[src/rtl/fetch_aligner.sv]
// Fetch aligner: splits word-aligned 32-bit fetch words into 16/32-bit instructions on
// halfword boundaries and presents one per cycle through a registered valid/ready output.
module fetch_aligner #(
    parameter logic [31:0] RESET_PC = 32'h0000_0000
) (
    input  logic        clk,
    input  logic        rst,
    input  logic        redirect_i,
    input  logic [31:0] redirect_pc_i,
    output logic [31:0] fetch_addr_o,
    input  logic        fetch_valid_i,
    input  logic [31:0] fetch_data_i,
    output logic        fetch_ready_o,
    output logic        inst_valid_o,
    input  logic        inst_ready_i,
    output logic [31:0] inst_o,
    output logic        inst_compressed_o,
    output logic [31:0] inst_pc_o
);

    logic [31:0] word_addr_r;
    logic        skip_r;
    logic        buf_valid_r;
    logic [15:0] buf_hw_r;
    logic [31:0] buf_pc_r;
    logic        inst_valid_r;
    logic [31:0] inst_r;
    logic        inst_c_r;
    logic [31:0] inst_pc_r;

    logic        out_free_s;
    logic        step_s;
    logic        buf_c_s;
    logic        consume_s;
    logic [31:0] addr_hi_s;
    logic        load_s;
    logic [31:0] nxt_inst_s;
    logic [31:0] nxt_pc_s;
    logic        buf_load_s;
    logic        buf_clr_s;
    logic [15:0] nxt_buf_hw_s;
    logic [31:0] nxt_buf_pc_s;
    logic        skip_clr_s;
    logic        unused_pc_bit_s;

    assign unused_pc_bit_s = redirect_pc_i[0];

    assign out_free_s    = !inst_valid_r || inst_ready_i;
    assign step_s        = out_free_s && !redirect_i;
    assign buf_c_s       = buf_valid_r && (buf_hw_r[1:0] != 2'b11);
    assign fetch_ready_o = step_s && !buf_c_s;
    assign consume_s     = fetch_valid_i && fetch_ready_o;
    assign addr_hi_s     = word_addr_r + 32'd2;

    assign fetch_addr_o      = word_addr_r;
    assign inst_valid_o      = inst_valid_r;
    assign inst_o            = inst_r;
    assign inst_compressed_o = inst_c_r;
    assign inst_pc_o         = inst_pc_r;

    // Select this cycle's step: output load, buffer update and skip clear.
    always_comb begin
        load_s       = 1'b0;
        nxt_inst_s   = 32'h0000_0000;
        nxt_pc_s     = 32'h0000_0000;
        buf_load_s   = 1'b0;
        buf_clr_s    = 1'b0;
        nxt_buf_hw_s = 16'h0000;
        nxt_buf_pc_s = 32'h0000_0000;
        skip_clr_s   = 1'b0;
        if (!step_s) begin
            load_s = 1'b0;
        end else if (buf_c_s) begin
            load_s     = 1'b1;
            nxt_inst_s = {16'h0000, buf_hw_r};
            nxt_pc_s   = buf_pc_r;
            buf_clr_s  = 1'b1;
        end else if (buf_valid_r) begin
            if (fetch_valid_i) begin
                // Upper half of a straddling instruction completes from the new word.
                load_s       = 1'b1;
                nxt_inst_s   = {fetch_data_i[15:0], buf_hw_r};
                nxt_pc_s     = buf_pc_r;
                buf_load_s   = 1'b1;
                nxt_buf_hw_s = fetch_data_i[31:16];
                nxt_buf_pc_s = addr_hi_s;
            end else begin
                load_s = 1'b0;
            end
        end else if (fetch_valid_i) begin
            if (skip_r) begin
                skip_clr_s = 1'b1;
                if (fetch_data_i[17:16] != 2'b11) begin
                    load_s     = 1'b1;
                    nxt_inst_s = {16'h0000, fetch_data_i[31:16]};
                    nxt_pc_s   = addr_hi_s;
                end else begin
                    buf_load_s   = 1'b1;
                    nxt_buf_hw_s = fetch_data_i[31:16];
                    nxt_buf_pc_s = addr_hi_s;
                end
            end else if (fetch_data_i[1:0] == 2'b11) begin
                load_s     = 1'b1;
                nxt_inst_s = fetch_data_i;
                nxt_pc_s   = word_addr_r;
            end else begin
                load_s       = 1'b1;
                nxt_inst_s   = {16'h0000, fetch_data_i[15:0]};
                nxt_pc_s     = word_addr_r;
                buf_load_s   = 1'b1;
                nxt_buf_hw_s = fetch_data_i[31:16];
                nxt_buf_pc_s = addr_hi_s;
            end
        end else begin
            load_s = 1'b0;
        end
    end

    // Aligner state and registered output; redirect overrides any step or backpressure.
    always_ff @(posedge clk or posedge rst) begin
        if (rst) begin
            word_addr_r  <= {RESET_PC[31:2], 2'b00};
            skip_r       <= RESET_PC[1];
            buf_valid_r  <= 1'b0;
            buf_hw_r     <= 16'h0000;
            buf_pc_r     <= 32'h0000_0000;
            inst_valid_r <= 1'b0;
            inst_r       <= 32'h0000_0000;
            inst_c_r     <= 1'b0;
            inst_pc_r    <= 32'h0000_0000;
        end else if (redirect_i) begin
            word_addr_r  <= {redirect_pc_i[31:2], 2'b00};
            skip_r       <= redirect_pc_i[1];
            buf_valid_r  <= 1'b0;
            inst_valid_r <= 1'b0;
        end else begin
            if (consume_s) begin
                word_addr_r <= word_addr_r + 32'd4;
            end
            if (skip_clr_s) begin
                skip_r <= 1'b0;
            end
            if (buf_load_s) begin
                buf_valid_r <= 1'b1;
                buf_hw_r    <= nxt_buf_hw_s;
                buf_pc_r    <= nxt_buf_pc_s;
            end else if (buf_clr_s) begin
                buf_valid_r <= 1'b0;
            end
            if (load_s) begin
                inst_valid_r <= 1'b1;
                inst_r       <= nxt_inst_s;
                inst_c_r     <= (nxt_inst_s[1:0] != 2'b11);
                inst_pc_r    <= nxt_pc_s;
            end else if (inst_ready_i) begin
                inst_valid_r <= 1'b0;
            end
        end
    end

endmodule

[config.mk]
export PLATFORM = sky130hd
export DESIGN_NAME = fetch_aligner
export DESIGN_NICKNAME = d
export VERILOG_FILES = /design/src/rtl/fetch_aligner.sv
export SDC_FILE = /design/constraint.sdc
export NUM_CORES = 1
export LEC_CHECK = 0
export ABC_AREA = 0
export CAP_MARGIN = 25
export CORE_ASPECT_RATIO = 1.1
export CORE_MARGIN = 2
export CORE_UTILIZATION = 55
export DETAILED_ROUTE_END_ITERATION = 10
export GPL_TIMING_DRIVEN = 0
export PLACE_DENSITY = 0.95
export SLEW_MARGIN = 20
export SYNTH_ARGS = -nofsm -noshare
export SYNTH_HDL_FRONTEND = slang
export SYNTH_SLANG_ARGS = --single-unit
[constraint.sdc]
create_clock -name clk -period 6.8 [get_ports clk]
set_input_delay 1.02 -clock clk [delete_from_list [all_inputs] [get_ports clk]]
set_output_delay 1.02 -clock clk [all_outputs]
set_load 0.005 [all_outputs]
==> results of run 1 <==
[worst max-delay path, cell delays in order]
cell and delay (ns):
clkdlybuf4s50_1 0.39, nand2b_1 0.28, nand2_1 0.19, clkbuf_1 0.43, clkbuf_1 0.36, nor2_1 0.11, clkdlybuf4s50_1 0.46
[Yosys cell counts, types with 2 or more instances]
library cell	number
nand2b_1	4
a31o_2	3
a32oi_1	2
nand2_1	93
or3_1	4
a21o_1	2
o211ai_1	12
o21ai_0	53
o21a_1	2
a32o_1	2
xnor2_1	3
mux2_4	41
o311ai_0	7
buf_4	3
clkbuf_1	37
nor2_1	37
nand3_1	26
xor2_1	10
nand3b_1	23
a22oi_1	28
buf_2	11
mux2_2	3
nand3_2	3
buf_6	7
nor2b_1	18
and2_1	2
dfrtp_1	146
nor3_1	2
inv_1	12
a221o_1	29
a21oi_1	61
nand4_1	14
and3_1	3
[cell type report]
cell class | instances | area, sq um | share of cell area (%)
well taps | 161 | 201.4 | 2.041
plain buffers | 59 | 299.0 | 3.030
clock inverters | 13 | 234.0 | 2.370
repair buffers | 162 | 1639 | 16.61
multi-input cells | 506 | 3358 | 34.02
inverters | 12 | 52.55 | 0.5324
clock buffers | 19 | 432.9 | 4.386
flip-flops and latches | 146 | 3654 | 37.01
[cell usage in the layout (no fill, tap or decap), types with 4 or more instances in the layout]
cell type and count:
o311ai_0 7, nand2_1 93, buf_6 7, nor2_1 37
xor2_1 10, mux2_4 41, inv_1 11, clkdlybuf4s50_1 161
a22oi_1 28, nand3b_1 23, dfrtp_1 146, a221o_1 29
nand3_1 26, nand2b_1 4, o21ai_0 53, or3_1 4
o211ai_1 12, clkbuf_1 39, nand4_1 14, clkbuf_16 17
buf_2 11, a21oi_1 61, nor2b_1 18, bufinv_16 6
[metal layers]
metal,vias up,GRT usage [%],wire [um]
met4,0,14.20,887
li1,2977,-,-
met5,-,0,0
met3,99,7.756,2395
met1,3400,44.09,8995
met2,549,52.63,10990
[worst paths after layout]
path	start	to	slack [ns]	cells after the start
hold reg to reg	buf_pc_r[1]$_DFFE_PP0P_	buf_pc_r[1]$_DFFE_PP0P_	0.47	1
max in group asynchronous	rst	buf_hw_r[1]$_DFFE_PP0P_	4.99	3
setup / recovery	inst_ready_i	fetch_ready_o	2.54	7
hold / removal	buf_pc_r[1]$_DFFE_PP0P_	buf_pc_r[1]$_DFFE_PP0P_	0.47	1
min in group asynchronous	rst	buf_hw_r[11]$_DFFE_PP0P_	0.97	2
setup reg to reg	fetch_addr_o[2]$_DFFE_PP0N_	fetch_addr_o[20]$_DFFE_PP0N_	4.46	5
[power by group through the flow]
stage          registers (uW)  clock network (uW)  logic [uW]
6_report                 1390                1060        1040
5_1_grt                  1420                1100        1110
4_1_cts                  1380                1060        1030
3_5_place_dp             1380                   0        1020
3_3_place_gp             1370                   0         987
2_1_floorplan            1340                   0         517
[metrics by stage]
stage	cells	power [uW]	setup TNS [ns]	area (sq um)
final	1078	3492	0	9871
after global routing	1078	3636	0	9871
after floorplan	723	1857	0	7356
after CTS	1078	3478	0	9871
after global placement	1045	2358	-0.09832	9169
after detailed placement	1046	2404	0	9204
[cells by family (layout without fill, tap and decap cells)]
kind of cell,Yosys count,after routing,synth area share [%]
and+or+nand+nor,236,236,16.10
AOI/OAI and AO/OA,209,209,18.79
DFF,146,146,49.69
buffers and inverters,71,265,4.680
muxes,45,45,8.969
xor gates and xnor gates,13,13,1.549
adders and majority gates,1,1,0.1702
other,1,2,0.05101
[registers in the layout (all words and copies together) (netlist names)]
| name | count |
|---|---|
| buf_pc_r | 32 |
| inst_compressed_o | 1 |
| skip_r | 1 |
| fetch_addr_o | 30 |
| inst_valid_o | 1 |
| buf_hw_r | 16 |
| inst_o | 32 |
| buf_valid_r | 1 |
| inst_pc_o | 32 |
==> results.py, run 1 <==
metrics = {
    "status": {
        "run_status": "completed",
    },
    "yosys": {
        "ys_ff_latch": 146,
        "yosysUniqueCellTypes": 52,
        "postSynthAreaPerCell_sq_um": 10.18,
        "ys_top_cells_by_area": "dfrtp_1 50%, mux2_4 8.4%, nand2_1 4.7%, a21oi_1 4.2%, a221o_1 3.9%",
        "synth_ff_type": "dfrtp_1",
        "yosys_warnings": 0,
        "yosys.area.top_type": "dfrtp_1",
        "synthArstFlopShare_pct": 100.0,
        "synth_top_cell_area_share_pct": 49.69,
        "synth.cell_area_sq_um": 7352,
        "synth-edff-count": 0,
        "synth_seq_area_share_pct": 49.69,
        "syn_inst": 722,
    },
    "setup_path": {
        "cp-start-kind": "input port",
        "critPathMaxFanout": 10,
        "endpoint_kind": "output port",
        "cp.required_ns": 5.78,
        "critical_path_class": "input port to output port",
        "cp.arrival_ns": 3.24,
    },
    "clock_tree": {
        "root_buffer": "clkbuf_16",
        "cts.repair.resized": 0,
        "htreeDepth": 4,
        "cts_made_buffers": 17,
        "post_cts_buffers": 0,
        "cts_tree": "yes",
        "cts_max_path_buffers": 2,
        "clkTransAtPathRegs_ns": 0.06,
        "clock_latency_ns": 0.42,
        "ctsHoldBuffers": 0,
        "cts_sinks": 146,
    },
    "grt": {
        "grt_use_total_pct": 33.27,
        "grt_start_max_net_pins": 106,
        "grt_pass1_wl_um": 37450,
        "grt_pass1_vias": 7113,
        "antenna_found_initial": 0,
        "overflow": 0,
    },
    "sta": {
        "hold_viol_final": 0,
        "fin_crit_ns": 4.257,
        "whs_ns": 0.4712,
        "worstMarginPinSlew_ns": 0.7035,
        "relSlewSlack_pct": 52.92,
        "fmax_mhz": 234.9,
        "timing.final.crit_share_pct": 62.61,
        "rsz0062_at_grt": "false",
        "finClkSkew_ns": 0.008389,
        "setup_ws_ns": 2.543,
        "setup_viol": 0,
        "drv_slew": 0,
    },
    "pwr": {
        "irDropWorstVdd_uv": 187.1,
        "pwr-share-clk_pct": 30.5,
        "internal_power_uw": 2465,
        "p_switching_uw": 1027,
        "p_comb_share_pct": 29.7,
        "power.leakage_uw": 0.004073,
        "p_per_area_nw_per_um2": 353.8,
        "p_seq_share_pct": 39.8,
        "p_sw_share_pct": 29.41,
    },
    "final_layout": {
        "final_core_util_pct": 75.33,
        "nets": 974,
        "drive_above_1_share_pct": 11.67,
        "fillCellCount": 811,
        "syn_to_final_growth_pct": 34.26,
        "diodes": 0,
    },
    "floorplan": {
        "core_sq_um": 13100,
        "rows": 44,
        "die_w_um": 114.2,
        "start_util_pct": 56.11,
        "die_h_um": 125.3,
        "dieArea_sq_um": 14310,
        "pin_count": 168,
    },
    "routing": {
        "dr.pass1.iters": 6,
        "via_count": 7025,
        "ant_nets": 0,
        "via_per_inst": 6.517,
        "drc_errors": 0,
        "wire_per_inst_um": 21.58,
        "drt-initial-drc-count": 1027,
        "drt_wl_total_um": 23260,
    },
    "placement": {
        "gp_congestion": 0.9020,
        "post-place-ws_ns": 2.612,
        "post-dp-hpwl_um": 15420,
        "port_buffers": 161,
    },
    "job": {
        "max_cap_viol_count": 0,
    },
    "min_path": {
        "hold_path.class": "flop to flop",
    },
}
Power figures use the tool's default switching activity.
==> run 2: changes to the inputs <==
CORE_UTILIZATION = 46   (was 55)
PLACE_DENSITY = 0.86   (was 0.95)
clock period = 3.7 ns   (was 6.8 ns; I/O delays follow)
==> run 2 against run 1 <==
Register-to-register slack got worse by 3.1 ns. Sequential share of layout area about the same. Die area rose by 19%. Hold slack better by 0.0078 ns. First-iteration DRC count fell by 28%. Clock power grew 58%. Sequential power up 83%. Largest cell class unchanged.
==> results.py, run 2 (synthesis gave the netlist of run 1 again) <==
metrics = {
    "pwr": {
        "power.leakage_uw": 0.004063,
        "irDropWorstVdd_uv": 370.6,
        "p_per_area_nw_per_um2": 620.3,
    },
    "floorplan": {
        "core_sq_um": 15680,
        "die_h_um": 136.6,
        "die_w_um": 124.5,
        "pin_count": 168,
        "dieArea_sq_um": 17010,
        "start_util_pct": 46.90,
        "rows": 48,
    },
    "routing": {
        "wire_per_inst_um": 20.31,
        "dr.pass1.iters": 5,
        "wl_met3_um": 1830,
        "drt_wl_total_um": 22750,
        "via_count": 6736,
        "dr_wl_met2_um": 11040,
        "drt-met1-wl_um": 9380,
        "top_layer_used": "met4",
        "drc_errors": 0,
        "via_per_inst": 6.014,
        "drt-initial-drc-count": 738,
        "ant_nets": 0,
    },
    "grt": {
        "overflow": 0,
        "grt_use_total_pct": 26.85,
        "grt_pass1_wl_um": 36070,
        "grt_pass1_vias": 6645,
        "grt_start_max_net_pins": 35,
        "antenna_found_initial": 0,
    },
    "clock_tree": {
        "cts.repair.resized": 0,
        "root_buffer": "clkbuf_16",
        "clock_latency_ns": 0.43,
        "htreeDepth": 4,
        "clkTransAtPathRegs_ns": 0.06,
        "cts_tree": "yes",
        "cts_sinks": 146,
        "cts_made_buffers": 17,
        "ctsHoldBuffers": 0,
        "post_cts_buffers": 0,
        "cts_max_path_buffers": 2,
    },
    "setup_path": {
        "cp.arrival_ns": 2.81,
        "critPathMaxFanout": 10,
        "cp.required_ns": 3.14,
        "critical_path_class": "input port to output port",
        "endpoint_kind": "output port",
        "cp-start-kind": "input port",
    },
    "placement": {
        "gp_congestion": 0.8950,
        "post-dp-hpwl_um": 15970,
        "port_buffers": 161,
        "post-place-ws_ns": 0.3957,
    },
    "status": {
        "run_status": "completed",
    },
    "sta": {
        "fin_setup_tns_ns": 0,
        "finClkSkew_ns": 0.008169,
        "setup_viol": 0,
        "drv_slew": 0,
        "fmax_mhz": 297.3,
        "fin_crit_ns": 3.363,
        "relSlewSlack_pct": 55.22,
        "hold_viol_final": 0,
        "worstMarginPinSlew_ns": 0.6693,
        "setup_ws_ns": 0.3368,
        "rsz0062_at_grt": "false",
        "timing.final.crit_share_pct": 90.90,
    },
    "final_layout": {
        "final_common_cell": "clkdlybuf4s50_1",
        "drive_above_1_share_pct": 12.07,
        "diodes": 0,
        "syn_to_final_growth_pct": 34.36,
        "layout_common_cells": "161 x clkdlybuf4s50_1, 146 x dfrtp_1, 93 x nand2_1, 61 x a21oi_1, 53 x o21ai_0",
        "nets": 977,
    },
    "job": {
        "max_cap_viol_count": 0,
    },
    "min_path": {
        "hold_path.class": "flop to flop",
    },
}
run 2: where the power goes:
group	leakage, uW	total, uW	internal (uW)	switching (uW)
Combinational	0.00195	1900	1160	739
Clock	0.000285	1680	1010	672
Sequential	0.00183	2540	2110	438
Total	0.00406	6130	4280	1850
run 2: final cells by class:
class,instances,area (sq um)
multi-input cells,506,3358
plain buffers,59,299.0
flip-flops and latches,146,3654
repair buffers,165,1692
clock inverters,9,78.83
clock buffers,23,498.0
fillers,1218,5797
well taps,200,250.2
inverters,12,48.80
run 2: path summary, 6_finish.rpt:
check	start	endpoint	slack, ns	cells after the start
worst max-delay path	inst_ready_i	fetch_ready_o	0.34	7
worst min-delay path	inst_o[25]$_DFFE_PP0P_	inst_o[25]$_DFFE_PP0P_	0.48	2
worst max register to register	fetch_addr_o[2]$_DFFE_PP0N_	fetch_addr_o[28]$_DFFE_PP0N_	1.36	6
worst min register to register	inst_o[25]$_DFFE_PP0P_	inst_o[25]$_DFFE_PP0P_	0.48	2
max in group asynchronous	rst	inst_pc_o[28]$_DFFE_PP0P_	2.59	3
min in group asynchronous	rst	inst_o[11]$_DFFE_PP0P_	0.54	2
run 2: stage by stage:
stage                     hold slack, ns  utilization [%]  total power, uW  std cells  instance area (sq um)
after floorplan                   0.4403                -             3413        723                   7360
after global placement            0.4562            58.83             4352       1084                   9221
after detailed placement          0.4672            59.34             4435       1088                   9301
after CTS                         0.4839            63.02             6115       1120                   9878
after global routing              0.5115            63.02             6394       1120                   9878
final                             0.4790            63.02             6127       1120                   9878
run 2: worst max-delay path, stage by stage:
cell and delay (ns):
clkdlybuf4s50_1 0.39, nand2b_1 0.29, nand2_1 0.21, clkbuf_1 0.41
clkbuf_1 0.37, nor2_1 0.11, clkdlybuf4s50_1 0.46
run 2: metal layers:
layer,GRT usage [%],vias up
met1,35.02,3309
met2,44.26,403
met5,0,-
met4,8.989,0
li1,-,2983
met3,6.646,41
==> run 3: changes to the inputs <==
clock period = 2.8 ns   (was 3.7 ns; I/O delays follow)
==> run 3 against run 2 <==
Count of clock-buffer cells in the layout is the same. Power grew 32%. Sequential cell count is the same. Non-clock buffer count down 1. Global-route usage barely moved. Clock power up 32%. Sequential share of layout area barely moved. Sequential power rose by 32%. Critical path type unchanged. Highest routed layer unchanged.
==> results.py, run 3 (synthesis gave the netlist of run 1 again) <==
metrics = {
    "floorplan": {
        "die_h_um": 136.6,
        "start_util_pct": 46.90,
        "core_sq_um": 15680,
        "rows": 48,
        "dieArea_sq_um": 17010,
        "pin_count": 168,
        "die_w_um": 124.5,
    },
    "pwr": {
        "internal_power_uw": 5653,
        "p_sw_share_pct": 30.14,
        "p_switching_uw": 2439,
        "p_per_area_nw_per_um2": 819.0,
        "power.leakage_uw": 0.004062,
        "pwr-share-clk_pct": 27.4,
        "p_seq_share_pct": 41.5,
        "power_uw": 8092,
        "irDropWorstVdd_uv": 481.9,
        "p_comb_share_pct": 31.1,
    },
    "setup_path": {
        "critPathMaxFanout": 13,
        "worstRegToRegCells": 6,
        "crit_family": "buffers and inverters",
        "cp.arrival_ns": 2.30,
        "endpoint_kind": "output port",
        "slowest_stage": "clkdlybuf4s50_1",
        "rr_endpoint": "fetch_addr_o[28]$_DFFE_PP0N_",
        "worstPathCellList": "clkdlybuf4s50_1 > nand2b_2 > nand2_2 > clkbuf_1 > nor2_1 > clkdlybuf4s50_1",
        "cp-start-kind": "input port",
        "path_common_cell": "clkdlybuf4s50_1",
        "critical_path_class": "input port to output port",
        "rrSetupSlack_ns": 0.47,
        "cp.required_ns": 2.38,
        "path_buf_inv": 3,
        "cpPeakStageDelay_ns": 0.46,
        "rr_startpoint": "fetch_addr_o[2]$_DFFE_PP0N_",
    },
    "min_path": {
        "hp-start": "redirect_i",
        "hold_depth": 2,
        "min_to": "fetch_addr_o[25]$_DFFE_PP0N_",
        "hold_path.class": "input port to flop",
    },
    "routing": {
        "via_count": 6717,
        "via_per_inst": 6.003,
        "drt_wl_total_um": 22680,
        "ant_nets": 0,
        "drt-initial-drc-count": 721,
        "drc_errors": 0,
        "wire_per_inst_um": 20.27,
        "dr.pass1.iters": 6,
    },
    "clock_tree": {
        "cts_tree": "yes",
        "cts_sinks": 146,
        "post_cts_buffers": 0,
        "clkTransAtPathRegs_ns": 0.06,
        "cts_max_path_buffers": 2,
        "ctsHoldBuffers": 0,
        "cts.repair.resized": 2,
        "cts_made_buffers": 17,
        "clock_latency_ns": 0.43,
        "root_buffer": "clkbuf_16",
        "htreeDepth": 4,
    },
    "sta": {
        "finClkSkew_ns": 0.005933,
        "relSlewSlack_pct": 55.83,
        "hold_viol_final": 0,
        "drv_slew": 0,
        "setup_viol": 0,
        "worstMarginPinSlew_ns": 0.6626,
        "timing.final.crit_share_pct": 97.00,
        "fmax_mhz": 368.2,
        "fin_crit_ns": 2.716,
        "rsz0062_at_grt": "false",
    },
    "final_layout": {
        "drive_above_1_share_pct": 12.30,
        "layout_common_cells": "161 x clkdlybuf4s50_1, 146 x dfrtp_1, 92 x nand2_1, 61 x a21oi_1, 53 x o21ai_0",
        "final_core_util_pct": 63.03,
        "diodes": 0,
        "nets": 976,
        "stdcell_area_sq_um": 9879,
        "syn_to_final_growth_pct": 34.38,
        "final_common_cell": "clkdlybuf4s50_1",
    },
    "placement": {
        "port_buffers": 161,
        "gp_congestion": 0.8950,
        "placed_area_sq_um": 9301,
        "post-dp-hpwl_um": 15970,
    },
    "grt": {
        "grt_pass1_vias": 6634,
        "grt_pass1_wl_um": 36120,
        "grt_use_total_pct": 26.88,
        "grt_start_max_net_pins": 35,
        "overflow": 0,
        "antenna_found_initial": 0,
    },
    "status": {
        "run_status": "completed",
    },
    "job": {
        "max_cap_viol_count": 0,
    },
}
-- run 3: worst max path at each step --
| stage | startpoint | end | slack, ns | cells after the start |
|---|---|---|---|---|
| 6_report | inst_ready_i | fetch_ready_o | 0.08 | 6 |
| 2_1_floorplan | rst | buf_hw_r[0]$_DFFE_PP0P_ | 0.55 | 1 |
| 3_3_place_gp | rst | inst_pc_o[19]$_DFFE_PP0P_ | -0.70 | 2 |
| 4_1_cts | inst_ready_i | fetch_ready_o | 0.10 | 6 |
| 5_1_grt | inst_ready_i | fetch_ready_o | 0.004 | 6 |
| 3_5_place_dp | inst_ready_i | fetch_ready_o | -0.23 | 7 |
-- run 3: metal layers --
metal,up-vias,part of all wire (%),track usage (%),wire length (um)
li1,2985,-,-,-
met1,3300,41,34.97,9309
met2,392,49,44.41,11040
met3,40,8.3,6.646,1885
met4,0,2.0,8.989,448
met5,-,0,0,0
-- run 3: worst reg2reg max path: stages (launching register included) --
cell and delay [ns]:
dfrtp_1 0.57, ha_1 0.30, nand3_1 0.13, nor2_1 0.41
nand3_1 0.32, o211ai_1 0.27, o311ai_0 0.18
-- run 3: area by class of cell --
class | count | area [sq um]
clock buffer | 23 | 498.0
sequential | 146 | 3654
buffer | 58 | 295.3
clock inverter | 9 | 78.83
fill | 1217 | 5796
tap | 200 | 250.2
timing repair buffer | 165 | 1692
multi-input combinational | 506 | 3363
inverter | 12 | 48.80
-- run 3: power by group through the flow --
stage,clock network (uW),logic (uW),registers (uW)
CTS,2220,2520,3340
finish,2220,2510,3360
global placement,0,2420,3330
floorplan,0,1260,3250
detailed placement,0,2500,3360
global route,2320,2690,3440
-- run 3: through the flow --
step	setup WS (ns)	hold slack (ns)	TNS, ns	std cells
detailed placement	-0.2343	0.4672	-0.2343	1088
floorplan	0.5470	0.4403	0	723
CTS	0.1022	0.3647	0	1119
global placement	-0.6982	0.4562	-100.51	1084
finish	0.08403	0.3754	0	1119
global route	0.003654	0.3765	0	1119
